==> src/rtl/cpu_pipe_pkg.sv <==
// Shared pipeline types: EX operand forwarding encodings and the per-stage
// destination record tracked by the hazard/forwarding controller.
package cpu_pipe_pkg;

  // Widest register address a stage record can carry; narrower addresses are zero-extended.
  localparam int PIPE_AW_MAX = 8;

  typedef enum logic [1:0] {
    FWD_RF    = 2'b00,
    FWD_EXMEM = 2'b01,
    FWD_MEMWB = 2'b10,
    FWD_WB    = 2'b11
  } fwd_sel_e;

  typedef struct packed {
    logic                   valid;
    logic [PIPE_AW_MAX-1:0] dst;
    logic                   wr;
    logic                   load;
  } stage_rec_t;

  localparam stage_rec_t STAGE_BUBBLE = '0;

endpackage

==> src/rtl/hazard_forward_ctrl_fwd_match.sv <==
// One source operand's hit detection against EX/MEM/WB, nearest-first
// forward select, and load-use stall request.
module fwd_match
  import cpu_pipe_pkg::*;
#(
  parameter int AW       = 4,
  parameter int LOAD_LAT = 1,
  parameter int R0_ZERO  = 1
) (
  input  stage_rec_t    ex_rec,
  input  stage_rec_t    mem_rec,
  input  stage_rec_t    wb_rec,
  input  logic [AW-1:0] src,
  input  logic          used,
  output logic [1:0]    sel,
  output logic          load_stall
);

  logic ex_hit;
  logic mem_hit;
  logic wb_hit;
  logic unused_wb_load;

  function automatic logic stage_hit(input stage_rec_t r, input logic [AW-1:0] a,
                                     input logic u);
    return r.valid && r.wr && u && (r.dst == PIPE_AW_MAX'(a))
           && !((R0_ZERO != 0) && (a == '0));
  endfunction

  assign ex_hit  = stage_hit(ex_rec, src, used);
  assign mem_hit = stage_hit(mem_rec, src, used);
  assign wb_hit  = stage_hit(wb_rec, src, used);

  // A load in WB already has its data on the write-back bypass.
  assign unused_wb_load = wb_rec.load;

  always_comb begin
    sel = FWD_RF;
    if (ex_hit) begin
      sel = FWD_EXMEM;
    end else if (mem_hit) begin
      sel = FWD_MEMWB;
    end else if (wb_hit) begin
      sel = FWD_WB;
    end
  end

  // With a two-cycle load, a load in MEM only blocks when EX does not shadow it.
  assign load_stall = (ex_hit && ex_rec.load)
                    || ((LOAD_LAT == 2) && !ex_hit && mem_hit && mem_rec.load);

endmodule

==> src/rtl/hazard_forward_ctrl.sv <==
// Load-use stall and EX operand forwarding control for an in-order pipeline.
// Define HAZARD_STALL_CNT_EN to add the saturating stall_cycles counter output.
module hazard_forward_ctrl
  import cpu_pipe_pkg::*;
#(
  parameter int AW       = 4,
  parameter int NSRC     = 2,
  parameter int LOAD_LAT = 1,
  parameter int R0_ZERO  = 1
) (
  input  logic                 clk,
  input  logic                 rst_n,
  input  logic                 id_valid,
  input  logic [NSRC*AW-1:0]   id_src_addr,
  input  logic [NSRC-1:0]      id_src_used,
  input  logic [AW-1:0]        id_dst_addr,
  input  logic                 id_reg_write,
  input  logic                 id_is_load,
  input  logic                 flush,
  output logic                 stall,
  output logic [2*NSRC-1:0]    fwd_sel
`ifdef HAZARD_STALL_CNT_EN
  ,
  output logic [15:0]          stall_cycles
`endif
);

  if (LOAD_LAT != 1 && LOAD_LAT != 2) begin : g_bad_load_lat
    $error("hazard_forward_ctrl: LOAD_LAT must be 1 or 2");
  end
  if (NSRC < 1 || NSRC > 4) begin : g_bad_nsrc
    $error("hazard_forward_ctrl: NSRC must be 1..4");
  end
  if (AW < 1 || AW > PIPE_AW_MAX) begin : g_bad_aw
    $error("hazard_forward_ctrl: AW out of range");
  end

  stage_rec_t          ex_q;
  stage_rec_t          mem_q;
  stage_rec_t          wb_q;
  stage_rec_t          id_rec;
  logic [NSRC-1:0]     src_stall;
  logic [2*NSRC-1:0]   sel_next;
  logic                advance;

  genvar gi;
  generate
    for (gi = 0; gi < NSRC; gi++) begin : g_src
      fwd_match #(
        .AW       (AW),
        .LOAD_LAT (LOAD_LAT),
        .R0_ZERO  (R0_ZERO)
      ) u_match (
        .ex_rec     (ex_q),
        .mem_rec    (mem_q),
        .wb_rec     (wb_q),
        .src        (id_src_addr[gi*AW +: AW]),
        .used       (id_src_used[gi]),
        .sel        (sel_next[2*gi +: 2]),
        .load_stall (src_stall[gi])
      );
    end
  endgenerate

  // Flush wins: a squashed slot never needs to wait for its operands.
  assign stall   = id_valid && !flush && (|src_stall);
  assign advance = id_valid && !stall && !flush;

  always_comb begin
    id_rec       = STAGE_BUBBLE;
    id_rec.valid = 1'b1;
    id_rec.dst   = PIPE_AW_MAX'(id_dst_addr);
    id_rec.wr    = id_reg_write;
    id_rec.load  = id_is_load;
  end

  always_ff @(posedge clk or negedge rst_n) begin
    if (!rst_n) begin
      ex_q    <= STAGE_BUBBLE;
      mem_q   <= STAGE_BUBBLE;
      wb_q    <= STAGE_BUBBLE;
      fwd_sel <= '0;
    end else begin
      wb_q    <= mem_q;
      mem_q   <= ex_q;
      ex_q    <= advance ? id_rec : STAGE_BUBBLE;
      fwd_sel <= advance ? sel_next : '0;
    end
  end

`ifdef HAZARD_STALL_CNT_EN
  always_ff @(posedge clk or negedge rst_n) begin
    if (!rst_n) begin
      stall_cycles <= '0;
    end else if (stall && (stall_cycles != 16'hFFFF)) begin
      stall_cycles <= stall_cycles + 16'd1;
    end
  end
`endif

endmodule
==> config.mk <==
export PLATFORM = sky130hd
export DESIGN_NAME = hazard_forward_ctrl
export DESIGN_NICKNAME = d
export VERILOG_FILES = /design/src/rtl/cpu_pipe_pkg.sv /design/src/rtl/hazard_forward_ctrl_fwd_match.sv /design/src/rtl/hazard_forward_ctrl.sv
export SDC_FILE = /design/constraint.sdc
export NUM_CORES = 1
export LEC_CHECK = 0
export BUFFER_PORTS_ARGS = -buffer_cell sky130_fd_sc_hd__buf_2
export CORE_ASPECT_RATIO = 0.8
export CORE_UTILIZATION = 51
export CTS_BUF_LIST = sky130_fd_sc_hd__clkbuf_16
export DETAILED_ROUTE_END_ITERATION = 12
export PLACE_DENSITY = 0.77
export SETUP_SLACK_MARGIN = 0.2
export SYNTH_ARGS = -nofsm -noshare
export SYNTH_HDL_FRONTEND = slang
export SYNTH_SLANG_ARGS = --single-unit
==> constraint.sdc <==
create_clock -name clk -period 2.1 [get_ports clk]
set_clock_uncertainty 0.2 [all_clocks]
set_input_delay 0.315 -clock clk [delete_from_list [all_inputs] [get_ports clk]]
set_output_delay 0.315 -clock clk [all_outputs]
set_load 0.02 [all_outputs]
==> flow_metrics.py, run 1 <==
metrics = {
    "detailed_routing": {
        "drc": 0,
        "vias": 863,
        "antenna_left": 0,
        "wirelength_um": 2647,
        "drt-vias-per-instance": 5.753,
        "routedWlPerCell_um": 17.65,
        "drt_pass1_iterations": 4,
        "drt-initial-drc-count": 34,
    },
    "worst_setup_path": {
        "required_ns": 1.58,
        "crit_family": "simple AND/OR/NAND/NOR gates",
        "critPathBufInv": 1,
        "worstPathMaxFanout": 3,
        "worst_path_largest_cell_delay_ns": 0.42,
        "crit_start": "ex_q[2]$_DFF_PN0_",
        "timing.rr.start": "ex_q[2]$_DFF_PN0_",
        "crit_type": "reg -> out",
        "arrival_ns": 1.64,
        "cp-end-kind": "output port",
        "start_kind": "flop",
        "reg2reg_depth": 11,
        "cp.depth": 5,
        "crit_slowest_cell": "dfrtp_1",
        "crit_chain": "xnor2_1 -> nand3_1 -> nor3_2 -> o211a_1 -> buf_6",
    },
    "power": {
        "seqPwrFrac_pct": 48.1,
        "comb_power_share_pct": 11.7,
        "power.switching_w": 0.0002170,
        "clkPwrFrac_pct": 40.2,
        "p_per_area_nw_per_um2": 680.2,
        "leakage_nw": 0.6588,
        "p_sw_share_pct": 22.07,
        "cell_internal_pwr_w": 0.0007660,
        "peakVddDrop_uv": 589.6,
    },
    "placed_design": {
        "dp_slack_ns": 0.1113,
        "placedInstanceArea_um2": 1216,
        "port_buffers": 24,
        "place.gp.congestion": 0.8819,
        "dpl.hpwl_um": 1616,
    },
    "cts": {
        "cts_root_buffer": "clkbuf_16",
        "clock_sinks": 23,
        "numCtsBuffers": 3,
        "cts_tree": "built",
        "worstSkewPairLatency_ns": 0.25,
        "clk_pin_slew_ns": 0.06,
        "cts_max_level": 1,
        "cts_buffer_depth": 2,
    },
    "final_layout": {
        "drive_above_1_share_pct": 38.10,
        "fillCellCount": 134,
        "nets": 147,
        "finalInstanceArea_um2": 1445,
        "syn_to_final_growth_pct": 36.20,
        "num_antenna_cells": 0,
    },
    "logic_synthesis": {
        "synth_cells": 86,
        "synth.distinct_cells": 21,
        "synthesis.nets": 106,
        "syn_area_um2": 1061,
        "syn_area_per_cell_um2": 12.34,
        "ys_seq_elements": 23,
        "yosysWarnings": 0,
        "seq_area_frac_synth_pct": 54.25,
    },
    "grt": {
        "grt_usage_pct": 24.75,
        "antenna_found_initial": 0,
        "grt_pass1_vias": 832,
        "overflow": 0,
        "grt_first_pass_wirelength_um": 3822,
        "grt_max_degree": 24,
    },
    "floorplan": {
        "fp.coreArea_um2": 1927,
        "ios": 25,
        "die_x_um": 53.00,
        "die_y_um": 42.80,
        "die_area_um2": 2268,
        "fp-row-count": 14,
        "start_util_pct": 55.06,
    },
    "sta": {
        "setup_violations": 1,
        "tightest_slew_ns": 0.5458,
        "period_minus_slack_ns": 2.156,
        "setup_tns_ns": -0.05555,
        "setup_slack_ns": -0.05555,
        "finalCritPeriodShare_pct": 102.6,
        "fmax_ghz": 0.4639,
        "slew_headroom_pct": 63.21,
        "rsz0062_at_grt": "true",
        "hold_viol_final": 0,
        "slew_violations": 0,
    },
    "worst_hold_path": {
        "min_path_cells": 2,
        "hp-class": "in -> reg",
        "min-delay-start": "id_dst_addr[2]",
    },
    "status": {
        "status": "finished with violations",
        "violations": "negative setup slack",
    },
    "run": {
        "drv_cap": 0,
    },
}
-- through the flow --
step	hold WS [ns]	utilization, %	power (W)	cells
after floorplan	-0.1806	-	0.0005296	86
after global placement	0.09996	63.12	0.0005765	134
after detailed placement	0.1070	63.12	0.0005807	134
after CTS	0.06535	71.95	0.0009814	147
after global routing	0.07685	75.00	0.001026	150
final	0.06591	75.00	0.0009830	150
-- layout make-up --
cell class / count / area, µm² / area share (%)
sequential: 23 / 575.6 / 39.83
timing repair buffer: 36 / 237.7 / 16.45
inverter: 1 / 3.754 / 0.2597
tap: 24 / 30.03 / 2.078
clock inverter: 1 / 3.754 / 0.2597
clock buffer: 3 / 75.07 / 5.195
multi-input combinational: 62 / 519.2 / 35.93
-- flip-flops by register name (all words and copies together) (netlist names) --
register	flops
ex_q	7
mem_q	6
fwd_sel	4
wb_q	6
-- metal layers --
layer	up-vias	track usage, %	part of all wire [%]
met5	-	0	0
met4	0	9.474	1.4
met3	9	5.018	7.1
met2	50	39.24	50
met1	419	33.25	41
li1	385	-	-
-- final timing paths --
check / end / slack, ns
worst min register to register: wb_q[10]$_DFF_PN0_ / 0.21
max in group asynchronous: ex_q[3]$_DFF_PN0_ / 0.96
worst min-delay path: ex_q[4]$_DFF_PN0_ / 0.07
worst max register to register: fwd_sel[2]$_DFF_PN0_ / 0.04
worst max-delay path: stall / -0.06
min in group asynchronous: fwd_sel[3]$_DFF_PN0_ / 0.40
-- Yosys cell counts, drive strengths merged --
cell     count  area [µm²]
a211oi       1       7.510
a21oi        3       18.77
and2         6       37.54
dfrtp       23       575.6
inv          1       3.750
nand2        2       7.510
nand3       10       50.05
nor2b        2       12.51
nor3         3       15.01
nor3b        1       7.510
nor4         1       6.260
o211a        1       10.01
o2bb2ai      1       8.760
o41ai        3       60.06
or3          1       6.260
or3b         1       8.760
or4          2       15.01
xnor2       22       192.7
xor2         2       17.52
-- cell families after synthesis --
logic type | after synthesis | share of synthesized area (%)
buffers and inverters | 1 | 0.3534
xor gates and xnor gates | 24 | 19.81
AOI/OAI and AO/OA | 9 | 9.907
and+or+nand+nor | 29 | 15.68
DFF | 23 | 54.25
-- power groups by stage --
stage          combinational (W)  sequential [W]  clock (W)
2_1_floorplan          0.0000529        0.000477          0
3_3_place_gp           0.0000972        0.000479          0
3_5_place_dp            0.000101        0.000480          0
4_1_cts                 0.000108        0.000473   0.000401
5_1_grt                 0.000123        0.000475   0.000429
6_report                0.000115        0.000473   0.000396
-- timing repair --
action / in CTS / in global routing
endpoints found under the setup margin: 1 / 12
gates cloned: 0 / 0
hold buffers: 1 / 0
pin swaps: 6 / 9
hold endpoints to repair: 23 / 0
gates resized for setup: 4 / 9
buffers inserted: 8 / 3
-- layout by cell type, fill, tap and decap left out, types with 2 or more instances in the layout --
master | synthesis | layout
buf_2 | 0 | 23
a21oi_2 | 1 | 2
nand2_1 | 2 | 2
and2_1 | 6 | 6
xor2_1 | 2 | 2
inv_1 | 1 | 2
clkbuf_16 | 0 | 3
nand3_1 | 10 | 10
buf_4 | 0 | 6
o41ai_2 | 2 | 2
nor2b_1 | 2 | 2
or4_1 | 2 | 2
buf_6 | 0 | 6
dfrtp_1 | 23 | 23
xnor2_1 | 22 | 21
(Power assumes the default switching activity.)
==> inputs of run 2 (changes only) <==
--- a/config.mk
+++ b/config.mk
@@ -7,11 +7,12 @@
 export LEC_CHECK = 0
 export BUFFER_PORTS_ARGS = -buffer_cell sky130_fd_sc_hd__buf_2
 export CORE_ASPECT_RATIO = 0.8
-export CORE_UTILIZATION = 51
+export CORE_UTILIZATION = 53
 export CTS_BUF_LIST = sky130_fd_sc_hd__clkbuf_16
 export DETAILED_ROUTE_END_ITERATION = 12
-export PLACE_DENSITY = 0.77
+export PLACE_DENSITY = 0.79
 export SETUP_SLACK_MARGIN = 0.2
 export SYNTH_ARGS = -nofsm -noshare
 export SYNTH_HDL_FRONTEND = slang
+export SYNTH_HIERARCHICAL = 1
 export SYNTH_SLANG_ARGS = --single-unit
==> flow_metrics.py, run 2 <==
metrics = {
    "sta": {
        "setup_slack_ns": -0.1029,
        "period_minus_slack_ns": 2.203,
        "setup_violations": 1,
        "rsz0062_at_grt": "true",
        "hold_viol_final": 0,
        "slew_violations": 0,
        "finalCritPeriodShare_pct": 104.9,
        "tightest_slew_ns": 0.5071,
        "whs_ns": 0.08229,
        "slew_headroom_pct": 66.20,
        "fmax_ghz": 0.4539,
    },
    "final_layout": {
        "reg_top3": "ex_q x7, mem_q x6, wb_q x6",
        "finalInstanceArea_um2": 1584,
        "num_antenna_cells": 0,
        "nets": 176,
        "utilization_pct": 81.47,
        "final_cell_mix": "24 x conb_1, 23 x buf_2, 22 x dfrtp_1, 22 x xnor2_1, 12 x and2_4",
        "drive_above_1_share_pct": 37.42,
        "syn_to_final_growth_pct": 40.82,
        "layout_commonest_cell": "conb_1",
        "fillCellCount": 119,
        "largest_reg_flops": 7,
        "top_register": "ex_q",
    },
    "cts": {
        "clk_pin_slew_ns": 0.06,
        "cts_root_buffer": "clkbuf_16",
        "cts_max_level": 1,
        "cts_tree": "built",
        "worstSkewPairLatency_ns": 0.25,
        "cts_buffer_depth": 2,
        "numCtsBuffers": 3,
        "clock_sinks": 23,
    },
    "grt": {
        "grt_max_degree": 24,
        "grt_usage_pct": 24.25,
        "antenna_found_initial": 0,
        "overflow": 0,
        "grt_pass1_vias": 897,
        "grt_first_pass_wirelength_um": 3829,
    },
    "logic_synthesis": {
        "synth_cells": 96,
        "yosysWarnings": 6,
        "syn_area_per_cell_um2": 11.72,
        "syn_area_um2": 1125,
    },
    "status": {
        "status": "finished with violations",
        "violations": "negative setup slack",
    },
    "worst_setup_path": {
        "worst_path_largest_cell_delay_ns": 0.41,
        "critPathBufInv": 1,
        "crit_type": "reg -> out",
        "required_ns": 1.58,
        "crit_slowest_cell": "dfrtp_1",
        "arrival_ns": 1.69,
        "crit_family": "simple AND/OR/NAND/NOR gates",
        "crit_chain": "xnor2_1 -> nand4_1 -> nor3_2 -> and2_4 -> nor2_2 -> nor3b_2 -> buf_4",
        "start_kind": "flop",
        "worstPathMaxFanout": 3,
        "cp-end-kind": "output port",
    },
    "detailed_routing": {
        "drc": 0,
        "drt_pass1_iterations": 4,
        "vias": 905,
        "antenna_left": 0,
        "drt-initial-drc-count": 8,
        "drt-vias-per-instance": 5.056,
        "routedWlPerCell_um": 13.67,
        "wirelength_um": 2447,
    },
    "run": {
        "drv_cap": 0,
    },
    "floorplan": {
        "start_util_pct": 57.85,
        "die_x_um": 53.51,
        "fp.coreArea_um2": 1944,
        "fp-row-count": 14,
        "die_y_um": 43.21,
        "ios": 25,
        "die_area_um2": 2312,
    },
    "placed_design": {
        "place.gp.congestion": 0.8639,
        "port_buffers": 24,
        "dpl.hpwl_um": 1801,
        "placedInstanceArea_um2": 1400,
        "dp_slack_ns": -0.009666,
    },
    "power": {
        "power.switching_w": 0.0002206,
        "clkPwrFrac_pct": 40.2,
        "comb_power_share_pct": 12.3,
        "peakVddDrop_uv": 721.7,
        "p_per_area_nw_per_um2": 628.0,
        "p_sw_share_pct": 22.18,
        "leakage_nw": 0.7487,
        "seqPwrFrac_pct": 47.5,
        "cell_internal_pwr_w": 0.0007742,
    },
    "worst_hold_path": {
        "hp-class": "in -> reg",
    },
}
==> run 2: path summary, 6_finish.rpt <==
kind                       slack [ns]                   end  cells after the start           startpoint
max in group asynchronous        0.96     ex_q[3]$_DFF_PN0_                      2                rst_n
hold / removal                   0.08     ex_q[3]$_DFF_PN0_                      2       id_dst_addr[1]
hold reg to reg                  0.20    wb_q[10]$_DFF_PN0_                      0  mem_q[10]$_DFF_PN0_
setup / recovery                -0.10                 stall                      7    ex_q[5]$_DFF_PN0_
setup reg to reg                 0.12  fwd_sel[3]$_DFF_PN0_                      9    ex_q[3]$_DFF_PN0_
min in group asynchronous        0.37     wb_q[3]$_DFF_PN0_                      2                rst_n
==> run 2: metal layers <==
layer	global-route usage, %	vias to the layer above	routed length [µm]	part of all wire [%]
li1	-	438	-	-
met1	30.16	435	1026	42
met2	39.50	28	1261	52
met3	6.810	4	125	5.1
met4	8.947	0	33	1.3
met5	0	-	0	0
==> run 2: power by group through the flow <==
stage,Clock [W],Combinational [W],Sequential [W]
after detailed placement,0,0.000109,0.000479
after global routing,0.000426,0.000135,0.000474
after CTS,0.000406,0.000112,0.000472
after global placement,0,0.000104,0.000479
after floorplan,0,0.0000587,0.000477
final,0.000400,0.000123,0.000472
==> run 2: area by class of cell <==
| class | instances | area, µm² | area share (%) |
|---|---|---|---|
| tap | 24 | 30.03 | 1.896 |
| multi-input combinational | 95 | 698.2 | 44.08 |
| clock inverter | 1 | 3.754 | 0.2370 |
| sequential | 23 | 576.8 | 36.41 |
| timing repair buffer | 33 | 200.2 | 12.64 |
| clock buffer | 3 | 75.07 | 4.739 |
==> run 2: what timing repair did <==
item	CTS	global route
hold buffers	1	0
resized for setup	3	15
pin swaps	7	10
hold endpoints to repair	23	0
setup buffers	3	1
endpoints found under the setup margin	1	12
==> run 2: through the flow <==
stage / TNS, ns / total power [W] / instances
after CTS: -0.1911 / 0.0009900 / 178
after global placement: 0 / 0.0005826 / 170
final: -0.1029 / 0.0009948 / 179
after detailed placement: -0.009666 / 0.0005880 / 170
after floorplan: 0 / 0.0005353 / 119
after global routing: -0.2434 / 0.001035 / 179
==> inputs of run 3 (changes only) <==
--- a/config.mk
+++ b/config.mk
@@ -12,6 +12,7 @@
 export DETAILED_ROUTE_END_ITERATION = 12
 export PLACE_DENSITY = 0.79
 export SETUP_SLACK_MARGIN = 0.2
+export SKIP_LAST_GASP = 1
 export SYNTH_ARGS = -nofsm -noshare
 export SYNTH_HDL_FRONTEND = slang
 export SYNTH_HIERARCHICAL = 1
==> flow_metrics.py, run 3 (synthesis gave the netlist of run 2 again) <==
metrics = {
    "status": {
        "status": "finished with violations",
        "violations": "negative setup slack",
    },
    "final_layout": {
        "layout_commonest_cell": "conb_1",
        "fillCellCount": 114,
        "syn_to_final_growth_pct": 39.38,
        "top_register": "ex_q",
        "final_cell_mix": "24 x conb_1, 23 x buf_2, 22 x dfrtp_1, 22 x xnor2_1, 8 x buf_4",
        "num_antenna_cells": 0,
        "largest_reg_flops": 7,
        "reg_top3": "ex_q x7, mem_q x6, wb_q x6",
        "nets": 176,
        "finalInstanceArea_um2": 1568,
        "drive_above_1_share_pct": 34.19,
    },
    "floorplan": {
        "die_x_um": 53.51,
        "ios": 25,
        "start_util_pct": 57.85,
        "fp.coreArea_um2": 1944,
        "die_area_um2": 2312,
        "die_y_um": 43.21,
        "fp-row-count": 14,
    },
    "sta": {
        "period_minus_slack_ns": 2.211,
        "rsz0062_at_grt": "true",
        "fmax_ghz": 0.4524,
        "whs_ns": 0.06584,
        "slew_headroom_pct": 66.07,
        "slew_violations": 0,
        "setup_slack_ns": -0.1105,
        "tightest_slew_ns": 0.5089,
        "hold_viol_final": 0,
        "finalCritPeriodShare_pct": 105.3,
        "setup_violations": 1,
    },
    "worst_setup_path": {
        "required_ns": 1.58,
        "crit_type": "reg -> out",
        "arrival_ns": 1.70,
        "timing.rr.start": "ex_q[3]$_DFF_PN0_",
        "start_kind": "flop",
        "crit_start": "ex_q[3]$_DFF_PN0_",
        "cp-end-kind": "output port",
        "worstPathMaxFanout": 3,
    },
    "placed_design": {
        "dp_slack_ns": -0.009666,
        "dpl.hpwl_um": 1801,
        "place.gp.congestion": 0.8639,
        "placedInstanceArea_um2": 1400,
        "port_buffers": 24,
    },
    "cts": {
        "cts_buffer_depth": 2,
        "cts_root_buffer": "clkbuf_16",
        "cts_tree": "built",
        "numCtsBuffers": 3,
        "worstSkewPairLatency_ns": 0.25,
        "cts_max_level": 1,
        "clk_pin_slew_ns": 0.06,
        "clock_sinks": 23,
    },
    "worst_hold_path": {
        "min-delay-start": "id_is_load",
        "hp-class": "in -> reg",
    },
    "detailed_routing": {
        "antenna_left": 0,
        "routedWlPerCell_um": 13.72,
        "vias": 896,
        "wirelength_um": 2456,
        "drc": 0,
        "drt-initial-drc-count": 8,
        "drt_pass1_iterations": 4,
        "drt-vias-per-instance": 5.006,
    },
    "power": {
        "p_per_area_nw_per_um2": 632.7,
        "peakVddDrop_uv": 721.0,
        "leakage_nw": 0.7401,
    },
    "grt": {
        "grt_first_pass_wirelength_um": 3829,
        "overflow": 0,
        "grt_pass1_vias": 897,
        "antenna_found_initial": 0,
        "grt_usage_pct": 24.25,
        "grt_max_degree": 24,
    },
    "run": {
        "drv_cap": 0,
    },
}
## run 3: cell counts in the layout (fill, tap and decap cells not counted)
No cell type changed its count.
## run 3: power breakdown
| group | total (W) | internal (W) | leakage (nW) | switching [W] |
|---|---|---|---|---|
| logic | 0.000120 | 0.0000598 | 0.390 | 0.0000600 |
| clock network | 0.000400 | 0.000254 | 0.0423 | 0.000146 |
| registers | 0.000472 | 0.000458 | 0.308 | 0.0000139 |
## run 3: per-stage QoR
| stage | utilization [%] | total power, W | instances | setup TNS, ns |
|---|---|---|---|---|
| after CTS | 78.38 | 0.0009900 | 178 | -0.1911 |
| after global placement | 72.01 | 0.0005826 | 170 | 0 |
| after floorplan | - | 0.0005353 | 119 | 0 |
| final | 80.63 | 0.0009918 | 179 | -0.1105 |
| after detailed placement | 72.01 | 0.0005880 | 170 | -0.009666 |
| after global routing | 80.63 | 0.001032 | 179 | -0.2388 |
## run 3: final timing paths
check / to / cells past startpoint / slack (ns)
setup / recovery: stall / 7 / -0.11
hold / removal: ex_q[0]$_DFF_PN0_ / 2 / 0.07
setup reg to reg: fwd_sel[0]$_DFF_PN0_ / 9 / 0.11
hold reg to reg: wb_q[10]$_DFF_PN0_ / 0 / 0.20
max in group asynchronous: ex_q[3]$_DFF_PN0_ / 2 / 0.96
min in group asynchronous: wb_q[3]$_DFF_PN0_ / 2 / 0.37
## run 3: repair_timing
| action | in CTS | in global routing |
|---|---|---|
| pin swaps | 7 | 10 |
| hold endpoints to repair | 23 | 0 |
| hold buffers | 1 | 0 |
| endpoints found under the setup margin | 1 | 12 |
| gates resized for setup | 3 | 9 |
| setup buffers | 3 | 1 |
## run 3: routing by layer
layer / vias up / share of wire [%] / global-route usage [%]
li1: 435 / - / -
met1: 435 / 45 / 30.16
met2: 24 / 51 / 39.50
met3: 2 / 3.3 / 6.810
met4: 0 / 0.73 / 8.947
met5: - / 0 / 0
## run 3: area by class of cell
class                      count  area, µm²  area share, %
multi-input combinational     95      685.7          43.74
sequential                    23      576.8          36.79
clock buffer                   3      75.07          4.789
timing repair buffer          33      196.4          12.53
clock inverter                 1      3.754         0.2394
tap                           24      30.03          1.915
## run 3: critical path, stage by stage (launching register included)
cell and delay [ns]:
dfrtp_2 0.45, xnor2_2 0.15, nand4_1 0.12, nor3_2 0.18, and2_4 0.19, nor2_2 0.04, nor3b_2 0.15, buf_4 0.16
